==> src/rtl/cpu_pkg.sv <==
// rtl/cpu_pkg.sv - shared CPU types and widths used by the memory port arbiter
package cpu_pkg;

  localparam int XLEN   = 32;
  localparam int STRB_W = 4;

  typedef enum logic [1:0] {
    IDLE    = 2'd0,
    IF_BUSY = 2'd1,
    DM_BUSY = 2'd2,
    IF_DROP = 2'd3
  } arb_state_t;

endpackage

==> src/rtl/mem_port_arbiter_if.sv <==
// rtl/mem_port_arbiter_if.sv - unified memory port request/acknowledge bundle
interface mem_port_arbiter_if;
  import cpu_pkg::*;

  logic              mem_req;
  logic              mem_we;
  logic [XLEN-1:0]   mem_addr;
  logic [XLEN-1:0]   mem_wdata;
  logic [STRB_W-1:0] mem_wstrb;
  logic              mem_ack;
  logic [XLEN-1:0]   mem_rdata;

  // Arbiter side: issues the request, receives the acknowledge and read data.
  modport master (
    output mem_req, mem_we, mem_addr, mem_wdata, mem_wstrb,
    input  mem_ack, mem_rdata
  );

  // Memory side.
  modport slave (
    input  mem_req, mem_we, mem_addr, mem_wdata, mem_wstrb,
    output mem_ack, mem_rdata
  );

endinterface

==> src/rtl/mem_port_arbiter.sv <==
// rtl/mem_port_arbiter.sv - shares one memory port between instruction fetch and load/store
module mem_port_arbiter
  import cpu_pkg::*;
#(
  parameter int MAX_MEM_STREAK = 4
) (
  input  logic                clk,
  input  logic                resetn,
  input  logic                cancel,
  input  logic                if_req,
  input  logic [XLEN-1:0]     if_addr,
  output logic                if_done,
  output logic [XLEN-1:0]     if_rdata,
  input  logic                dm_req,
  input  logic                dm_we,
  input  logic [XLEN-1:0]     dm_addr,
  input  logic [XLEN-1:0]     dm_wdata,
  input  logic [STRB_W-1:0]   dm_wstrb,
  output logic                dm_done,
  output logic [XLEN-1:0]     dm_rdata,
  mem_port_arbiter_if.master  mem
);

  localparam logic [3:0] STREAK_MAX = 4'(MAX_MEM_STREAK);

  arb_state_t state;
  arb_state_t state_nxt;
  logic [3:0] streak;
  logic       if_want;
  logic       grant_dm;
  logic       grant_if;
  logic       if_capture;
  logic       dm_capture;
  logic       req_clear;

  // State register.
  always_ff @(posedge clk or negedge resetn) begin
    if (!resetn) state <= IDLE;
    else         state <= state_nxt;
  end

  // Arbitration, completion decode and next state; a killed fetch still waits for its ack.
  always_comb begin
    state_nxt  = state;
    grant_dm   = 1'b0;
    grant_if   = 1'b0;
    if_capture = 1'b0;
    dm_capture = 1'b0;
    req_clear  = 1'b0;
    if_want    = if_req & ~cancel;
    case (state)
      IDLE: begin
        if (dm_req && !(if_want && streak == STREAK_MAX)) begin
          grant_dm  = 1'b1;
          state_nxt = DM_BUSY;
        end else if (if_want) begin
          grant_if  = 1'b1;
          state_nxt = IF_BUSY;
        end
      end
      IF_BUSY: begin
        if (mem.mem_ack) begin
          req_clear  = 1'b1;
          if_capture = ~cancel;
          state_nxt  = IDLE;
        end else if (cancel) begin
          state_nxt  = IF_DROP;
        end
      end
      IF_DROP: begin
        if (mem.mem_ack) begin
          req_clear = 1'b1;
          state_nxt = IDLE;
        end
      end
      DM_BUSY: begin
        if (mem.mem_ack) begin
          req_clear  = 1'b1;
          dm_capture = 1'b1;
          state_nxt  = IDLE;
        end
      end
      default: state_nxt = IDLE;
    endcase
  end

  // Consecutive data-side grants while a fetch is waiting, saturating at the limit.
  always_ff @(posedge clk or negedge resetn) begin
    if (!resetn) begin
      streak <= 4'd0;
    end else if (!if_req || grant_if) begin
      streak <= 4'd0;
    end else if (grant_dm && streak < STREAK_MAX) begin
      streak <= streak + 4'd1;
    end
  end

  // Memory-side request fields, loaded on grant and held until the ack.
  always_ff @(posedge clk or negedge resetn) begin
    if (!resetn) begin
      mem.mem_req   <= 1'b0;
      mem.mem_we    <= 1'b0;
      mem.mem_addr  <= '0;
      mem.mem_wdata <= '0;
      mem.mem_wstrb <= '0;
    end else if (grant_dm) begin
      mem.mem_req   <= 1'b1;
      mem.mem_we    <= dm_we;
      mem.mem_addr  <= dm_addr;
      mem.mem_wdata <= dm_wdata;
      mem.mem_wstrb <= dm_we ? dm_wstrb : '0;
    end else if (grant_if) begin
      mem.mem_req   <= 1'b1;
      mem.mem_we    <= 1'b0;
      mem.mem_addr  <= if_addr;
      mem.mem_wdata <= '0;
      mem.mem_wstrb <= '0;
    end else if (req_clear) begin
      mem.mem_req   <= 1'b0;
    end
  end

  // Completion pulses and read data returned to the pipeline; rdata holds between captures.
  always_ff @(posedge clk or negedge resetn) begin
    if (!resetn) begin
      if_done  <= 1'b0;
      dm_done  <= 1'b0;
      if_rdata <= '0;
      dm_rdata <= '0;
    end else begin
      if_done <= if_capture;
      dm_done <= dm_capture;
      if (if_capture) if_rdata <= mem.mem_rdata;
      if (dm_capture && !mem.mem_we) dm_rdata <= mem.mem_rdata;
    end
  end

endmodule

==> src/flat_wrapper.sv <==
// flat-port wrapper written by rule: the top's interface ports become plain ports
module mem_port_arbiter_flat import cpu_pkg::*;
#(
  parameter int MAX_MEM_STREAK = 4
)
  (clk, resetn, cancel, if_req, if_addr, if_done, if_rdata, dm_req, dm_we, dm_addr, dm_wdata, dm_wstrb, dm_done, dm_rdata, mem_mem_req, mem_mem_we, mem_mem_addr, mem_mem_wdata, mem_mem_wstrb, mem_mem_ack, mem_mem_rdata);
  mem_port_arbiter_if mem_i ();
  input  logic clk;
  input  logic resetn;
  input  logic cancel;
  input  logic if_req;
  input  logic [XLEN-1:0] if_addr;
  output logic if_done;
  output logic [XLEN-1:0] if_rdata;
  input  logic dm_req;
  input  logic dm_we;
  input  logic [XLEN-1:0] dm_addr;
  input  logic [XLEN-1:0] dm_wdata;
  input  logic [STRB_W-1:0] dm_wstrb;
  output logic dm_done;
  output logic [XLEN-1:0] dm_rdata;
  output wire logic [$bits(mem_i.mem_req)-1:0] mem_mem_req;
  output wire logic [$bits(mem_i.mem_we)-1:0] mem_mem_we;
  output wire logic [$bits(mem_i.mem_addr)-1:0] mem_mem_addr;
  output wire logic [$bits(mem_i.mem_wdata)-1:0] mem_mem_wdata;
  output wire logic [$bits(mem_i.mem_wstrb)-1:0] mem_mem_wstrb;
  input wire logic [$bits(mem_i.mem_ack)-1:0] mem_mem_ack;
  input wire logic [$bits(mem_i.mem_rdata)-1:0] mem_mem_rdata;
  assign mem_mem_req = mem_i.mem_req;
  assign mem_mem_we = mem_i.mem_we;
  assign mem_mem_addr = mem_i.mem_addr;
  assign mem_mem_wdata = mem_i.mem_wdata;
  assign mem_mem_wstrb = mem_i.mem_wstrb;
  assign mem_i.mem_ack = mem_mem_ack;
  assign mem_i.mem_rdata = mem_mem_rdata;
  mem_port_arbiter #(.MAX_MEM_STREAK(MAX_MEM_STREAK)) u_core (.clk(clk), .resetn(resetn), .cancel(cancel), .if_req(if_req), .if_addr(if_addr), .if_done(if_done), .if_rdata(if_rdata), .dm_req(dm_req), .dm_we(dm_we), .dm_addr(dm_addr), .dm_wdata(dm_wdata), .dm_wstrb(dm_wstrb), .dm_done(dm_done), .dm_rdata(dm_rdata), .mem(mem_i));
endmodule
==> config.mk <==
export PLATFORM = sky130hd
export DESIGN_NAME = mem_port_arbiter_flat
export DESIGN_NICKNAME = d
export VERILOG_FILES = /design/src/rtl/cpu_pkg.sv /design/src/rtl/mem_port_arbiter_if.sv /design/src/rtl/mem_port_arbiter.sv /design/src/flat_wrapper.sv
export SDC_FILE = /design/constraint.sdc
export NUM_CORES = 1
export LEC_CHECK = 0
export BUFFER_PORTS_ARGS = -buffer_cell sky130_fd_sc_hd__clkbuf_2
export CORE_UTILIZATION = 40
export DETAILED_ROUTE_END_ITERATION = 10
export GPL_ROUTABILITY_DRIVEN = 0
export PLACE_DENSITY_LB_ADDON = 0.1
export SYNTH_ARGS = -nofsm -noshare
export SYNTH_HDL_FRONTEND = slang
export SYNTH_SLANG_ARGS = --single-unit
==> constraint.sdc <==
create_clock -name clk -period 4 [get_ports clk]
set_input_delay 0 -clock clk [delete_from_list [all_inputs] [get_ports clk]]
set_output_delay 0 -clock clk [all_outputs]
set_load 0.005 [all_outputs]
# [Yosys cells after proc, flatten, opt, wreduce, memory -nomap -nowiden]
# Index checks and enable logic that the tools add are counted.
[op_classes] n_mux=30 n_addsub=1 bitwise_logic=2 eq_ne=7 n_reduce_logical=15 n_lt_le_gt_ge=1
[op_table] cell="$mux W32" n=4
[op_table] cell="$mux W4" n=5
[op_table] cell="$mux W1" n=15
[op_table] cell="$mux W2" n=5
[op_table] cell="$pmux W2 S3" n=1
[op_table] cell="$add A4 B1 Y4 const B" n=1
[op_table] cell="$eq A2 B2 Y1 const B" n=2
[op_table] cell="$eq A4 B3 Y1 const B" n=1
[op_table] cell="$logic_and A1 B1 Y1" n=4
[op_table] cell="$lt A4 B3 Y1 const B" n=1
[op_table] cell="$reduce_bool A2 Y1" n=2
[op_table] cell="$logic_not A1 Y1" n=3
[op_table] cell="$ne A3 B1 Y1 const B" n=1
[op_table] cell="$ne A3 B3 Y1 const B" n=1
[op_table] cell="$reduce_and A3 Y1" n=1
[op_table] cell="$reduce_bool A3 Y1" n=1
[op_table] cell="$reduce_or A3 Y1" n=1
[op_table] cell="$eq A2 B1 Y1 const B" n=1
[op_table] cell="$logic_not A2 Y1" n=1
[op_table] cell="$ne A2 B1 Y1 const B" n=1
[op_table] cell="$reduce_or A2 Y1" n=1
[op_table] cell="$and A1 B1 Y1" n=1
[op_table] cell="$logic_or A1 B1 Y1" n=1
[op_table] cell="$not A1 Y1" n=1
[totals] out_inout_bits=136 elab_cells=67 regBits=142

# [Longest topological paths before layout]
[logic_depth] ltp_word=10 mapped_depth=8

# [Worst setup path after synthesis]
# No wires, ideal clock.
[synth_path] path_type="flip-flop to flip-flop" startpoint="reg u_core.streak[0]" endpoint="reg u_core.mem.mem_wdata[12]" arrival_ns=1.459 setup_ns=0.121 setup_slack_ns=2.420 required_ns=3.879 path_stages_with_launch=9 synth_period_minus_slack_ns=1.580 path_cell_list="dfrtp_1 inv_1 ha_1 and3b_1 buf_2 a21boi_2 buf_4 buf_4 a22o_1"
[synth_between] elab_chain_cells=7 elab_cells_between_ends=10 cone_classes="eq/ne: 1; mux: 5; reduce/logical: 4"
[synth_lines] item="start: declaration" line="mem_port_arbiter.sv:28" text="logic [3:0] streak;"
[synth_lines] item="start signal: assignment" line="mem_port_arbiter.sv:94" text="streak <= streak + 4'd1;"
[synth_lines] item="$eq A4 B3 Y1 *" line="mem_port_arbiter.sv:53" text="if (dm_req && !(if_want && streak == STREAK_MAX)) begin"
[synth_lines] item="$logic_and A1 B1 Y1 *" line="mem_port_arbiter.sv:53"
[synth_lines] item="$logic_not A1 Y1 *" line="mem_port_arbiter.sv:53"
[synth_lines] item="$logic_and A1 B1 Y1 *" line="mem_port_arbiter.sv:53"
[synth_lines] item="$mux W1" line="mem_port_arbiter.sv:53"
[synth_lines] item="$mux W1" line="mem_port_arbiter.sv:51" text="case (state)"
[synth_lines] item="$mux W32 / $reduce_bool A2 Y1 (equally long branches)"
[synth_lines] item="end signal: assignment" line="mem_port_arbiter.sv:110" text="mem.mem_wdata <= dm_wdata;"
[synth_lines] item="end: declaration" line="mem_port_arbiter_if.sv:15" text="output mem_req, mem_we, mem_addr, mem_wdata, mem_wstrb,"
# Mark *: on every way between the ends. The rest lies on a longest branch, timed or not.
# A chain may end at the register's enable or synchronous reset.

# [Worst setup path after layout]
[layout_path] startpoint="reg u_core.state[1]" endpoint="reg u_core.mem.mem_addr[10]"
[layout_between] elab_chain_cells=3 elab_cells_between_ends=5 cone_classes="mux: 3; reduce/logical: 2"
[layout_lines] item="start: declaration" line="mem_port_arbiter.sv:26" text="arb_state_t state;"
[layout_lines] item="start signal: assignment" line="mem_port_arbiter.sv:39" text="else state <= state_nxt;"
[layout_lines] item="$logic_not A2 Y1 *" line="mem_port_arbiter.sv:51"
[layout_lines] item="$mux W1" line="mem_port_arbiter.sv:51"
[layout_lines] item="$mux W32 / $reduce_bool A2 Y1 (equally long branches)"
[layout_lines] item="end signal: assignment" line="mem_port_arbiter.sv:109" text="mem.mem_addr <= dm_addr;"
[layout_lines] item="end signal: assignment" line="mem_port_arbiter.sv:115" text="mem.mem_addr <= if_addr;"
[layout_lines] item="end: declaration" line="mem_port_arbiter_if.sv:15"
# Marks and branches as above.

==> out/results.ini <==
[timing]
hold_viol = 0
slew_violations = 0
hold_ws_ns = 0.0926
timing.final.crit_share_pct = 75.4
finalSetupViolations = 0
fin_worst_skew_ns = 0.00676
max_freq_mhz = 332
worst_pin_slew_ns = 1.19
rsz0062_at_grt = false
relSlewSlack_pct = 20.9
finalSetupTns_ns = 0
fin_crit_ns = 3.01

[worst_setup_path]
critPathBufInv = 3
start_kind = flop
path_common_cell = buf_4
worstPathCellList = nor2_2 > buf_4 > o21a_1 > buf_4 > o211ai_1 > dlygate4sd3_1
required_ns = 4.30
cp_slowest_stage_delay_ns = 0.99
worstPathMaxFanout = 36
cp_data_arrival_time_ns = 3.31
setup.worst_path.end_class = flop
cp_top_family = buffers and inverters
cp_slowest_cell = o21a_1
crit_type = reg -> reg

[cells_and_area]
final_nets = 996
final_core_util_pct = 65.0
drive_gt1_share_pct = 44.7
areaGrowthSynthToFinish_pct = 56.3
insertedDiodeCount = 0

[clock_network]
cts_max_path_buffers = 2
cts-root-buf = clkbuf_16
clk_pin_slew_ns = 0.06
clkSinkCount = 142
cts-resized-gates = 0
cts_tree = done
hold_buffers = 141
htreeDepth = 4
clock_latency_ns = 0.41
cts_inserted_buffers = 17
postCtsSetupRepairBufs = 0

[place]
port_buffers = 274
dp_hpwl_um = 10900

[drt]
routedWlPerCell_um = 17.7
first_pass_iters = 4
vias_per_cell = 5.27
drc = 0
drt_wl_total_um = 18600
antenna_left = 0
first_iter_violations = 293
vias = 5540

[synth]
ys_top_cells_by_area = dfrtp_1 (58%), o211ai_1 (7.8%), mux2_4 (7.3%), mux2_2 (6.2%), a22o_1 (4.7%)
synthTopCellsByCount = dfrtp_1 (142), o211ai_1 (64), inv_1 (39), mux2_2 (34), a22o_1 (33)
async_flop_share_pct = 100
synth_edf_count = 0
synth.distinct_cells = 35
synthCells = 452
ys_seq_area_share_pct = 57.9
yosysTopAreaCellShare_pct = 57.9
synthFlopType = dfrtp_1
synth_seq_cells = 142
yosys_warnings = 0
yosysTopAreaCell = dfrtp_1
syn_area_um2 = 6130
synth_nets = 593
synth_most_common_cell = dfrtp_1
avgSynthCellArea_um2 = 13.6

[power_and_ir_drop]
p_leak_nw = 4.74
fin_total_pwr_w = 0.00573
power_density_nw_per_um2 = 598
peakVddDrop_mv = 0.332

[die]
die_x_um = 126
coreArea_um2 = 14800
dieArea_um2 = 15800
die_h_um = 126
start_util_pct = 41.6
ioPinCount = 275
rows = 44

[global_route]
grt_max_degree = 109
grt_pass1_wl_um = 30400
overflow = 0
grt_use_total_pct = 24.3
antenna_found_initial = 0
grt_pass1_vias = 5953

[run_status]
outcome = finished clean

[min_path]
min_path_type = in -> reg

[job]
maxCapViolCount = 0

stage by stage:
step | std cells | area (um^2) | worst slack (ns)
3_5_place_dp | 879 | 7580 | 1.57
3_3_place_gp | 879 | 7580 | 1.62
5_1_grt | 1052 | 9590 | 0.842
2_1_floorplan | 452 | 6130 | 2.42
6_report | 1052 | 9590 | 0.985
4_1_cts | 1052 | 9590 | 1.06
worst min-delay path, stage by stage:
cell	delay [ns]
clkbuf_2	0.14
o21ai_0	0.21
a211oi_1	0.11
metal layers:
layer	vias to the layer above	routed length, um	track usage, %
met3	37	1210	7.05
met4	0	465	10.1
met1	2753	7690	28.7
met2	236	9290	41.7
li1	2514	-	-
met5	-	0	0
flip-flops by register name, indices dropped and copies added, names as in the netlist:
signal,flops
u_core.state,2
u_core.mem.mem_wdata,32
u_core.streak,4
u_core.dm_rdata,32
u_core.mem.mem_addr,32
u_core.mem.mem_req,1
u_core.dm_done,1
u_core.if_rdata,32
u_core.mem.mem_we,1
u_core.mem.mem_wstrb,4
u_core.if_done,1
final timing paths:
| kind | start | endpoint | slack, ns | cells past startpoint |
|---|---|---|---|---|
| worst max register to register | u_core.state[1] | u_core.mem.mem_addr[10] | 0.99 | 6 |
| worst max-delay path | u_core.state[1] | u_core.mem.mem_addr[10] | 0.99 | 6 |
| max in group asynchronous | resetn | u_core.mem.mem_wdata[5] | 2.63 | 3 |
| worst min register to register | u_core.mem.mem_wdata[27] | u_core.mem.mem_wdata[27] | 0.50 | 1 |
| min in group asynchronous | resetn | u_core.if_rdata[27] | 0.30 | 2 |
| worst min-delay path | dm_req | u_core.streak[2] | 0.09 | 3 |
cells by family (layout without fill, tap and decap cells):
group	Yosys count	count (layout)	synth area share, %
flops	142	142	57.9
fa+ha+maj	2	2	0.408
mux	64	64	13.6
simple gates	14	14	1.88
buf+inv	82	498	6.65
compound gates	148	148	19.5
layout make-up:
cell class                 count  area (um^2)
fill                        1138         5170
timing repair buffer         427         2880
inverter                      39          146
clock buffer                  22          484
clock inverter                10          110
tap                          184          230
sequential                   142         3550
multi-input combinational    228         2180
report_power, final:
| group | switching, W | total, W | internal, W |
|---|---|---|---|
| sequential | 0.000316 | 0.00228 | 0.00196 |
| clock | 0.000602 | 0.00158 | 0.000982 |
| combinational | 0.000760 | 0.00187 | 0.00111 |
| total | 0.00168 | 0.00573 | 0.00405 |
cells in the final DEF (no fill, tap or decap), types with 2 or more instances in the layout:
master         instances
mux2_2                34
a21o_1                 2
and3b_1                2
ha_1                   2
bufinv_16              2
o211ai_1              64
a211oi_1               2
nand3_1                2
clkbuf_2             273
clkbuf_8               4
dfrtp_1              142
o21ai_0                2
o2111ai_1             32
clkbuf_16             17
mux2_4                30
a22o_1                33
a21oi_1                2
inv_1                 39
a32o_1                 5
dlygate4sd3_1        141
a221oi_1               2
clkinv_2               5
buf_4                 12
Power figures use the tool's default switching activity.
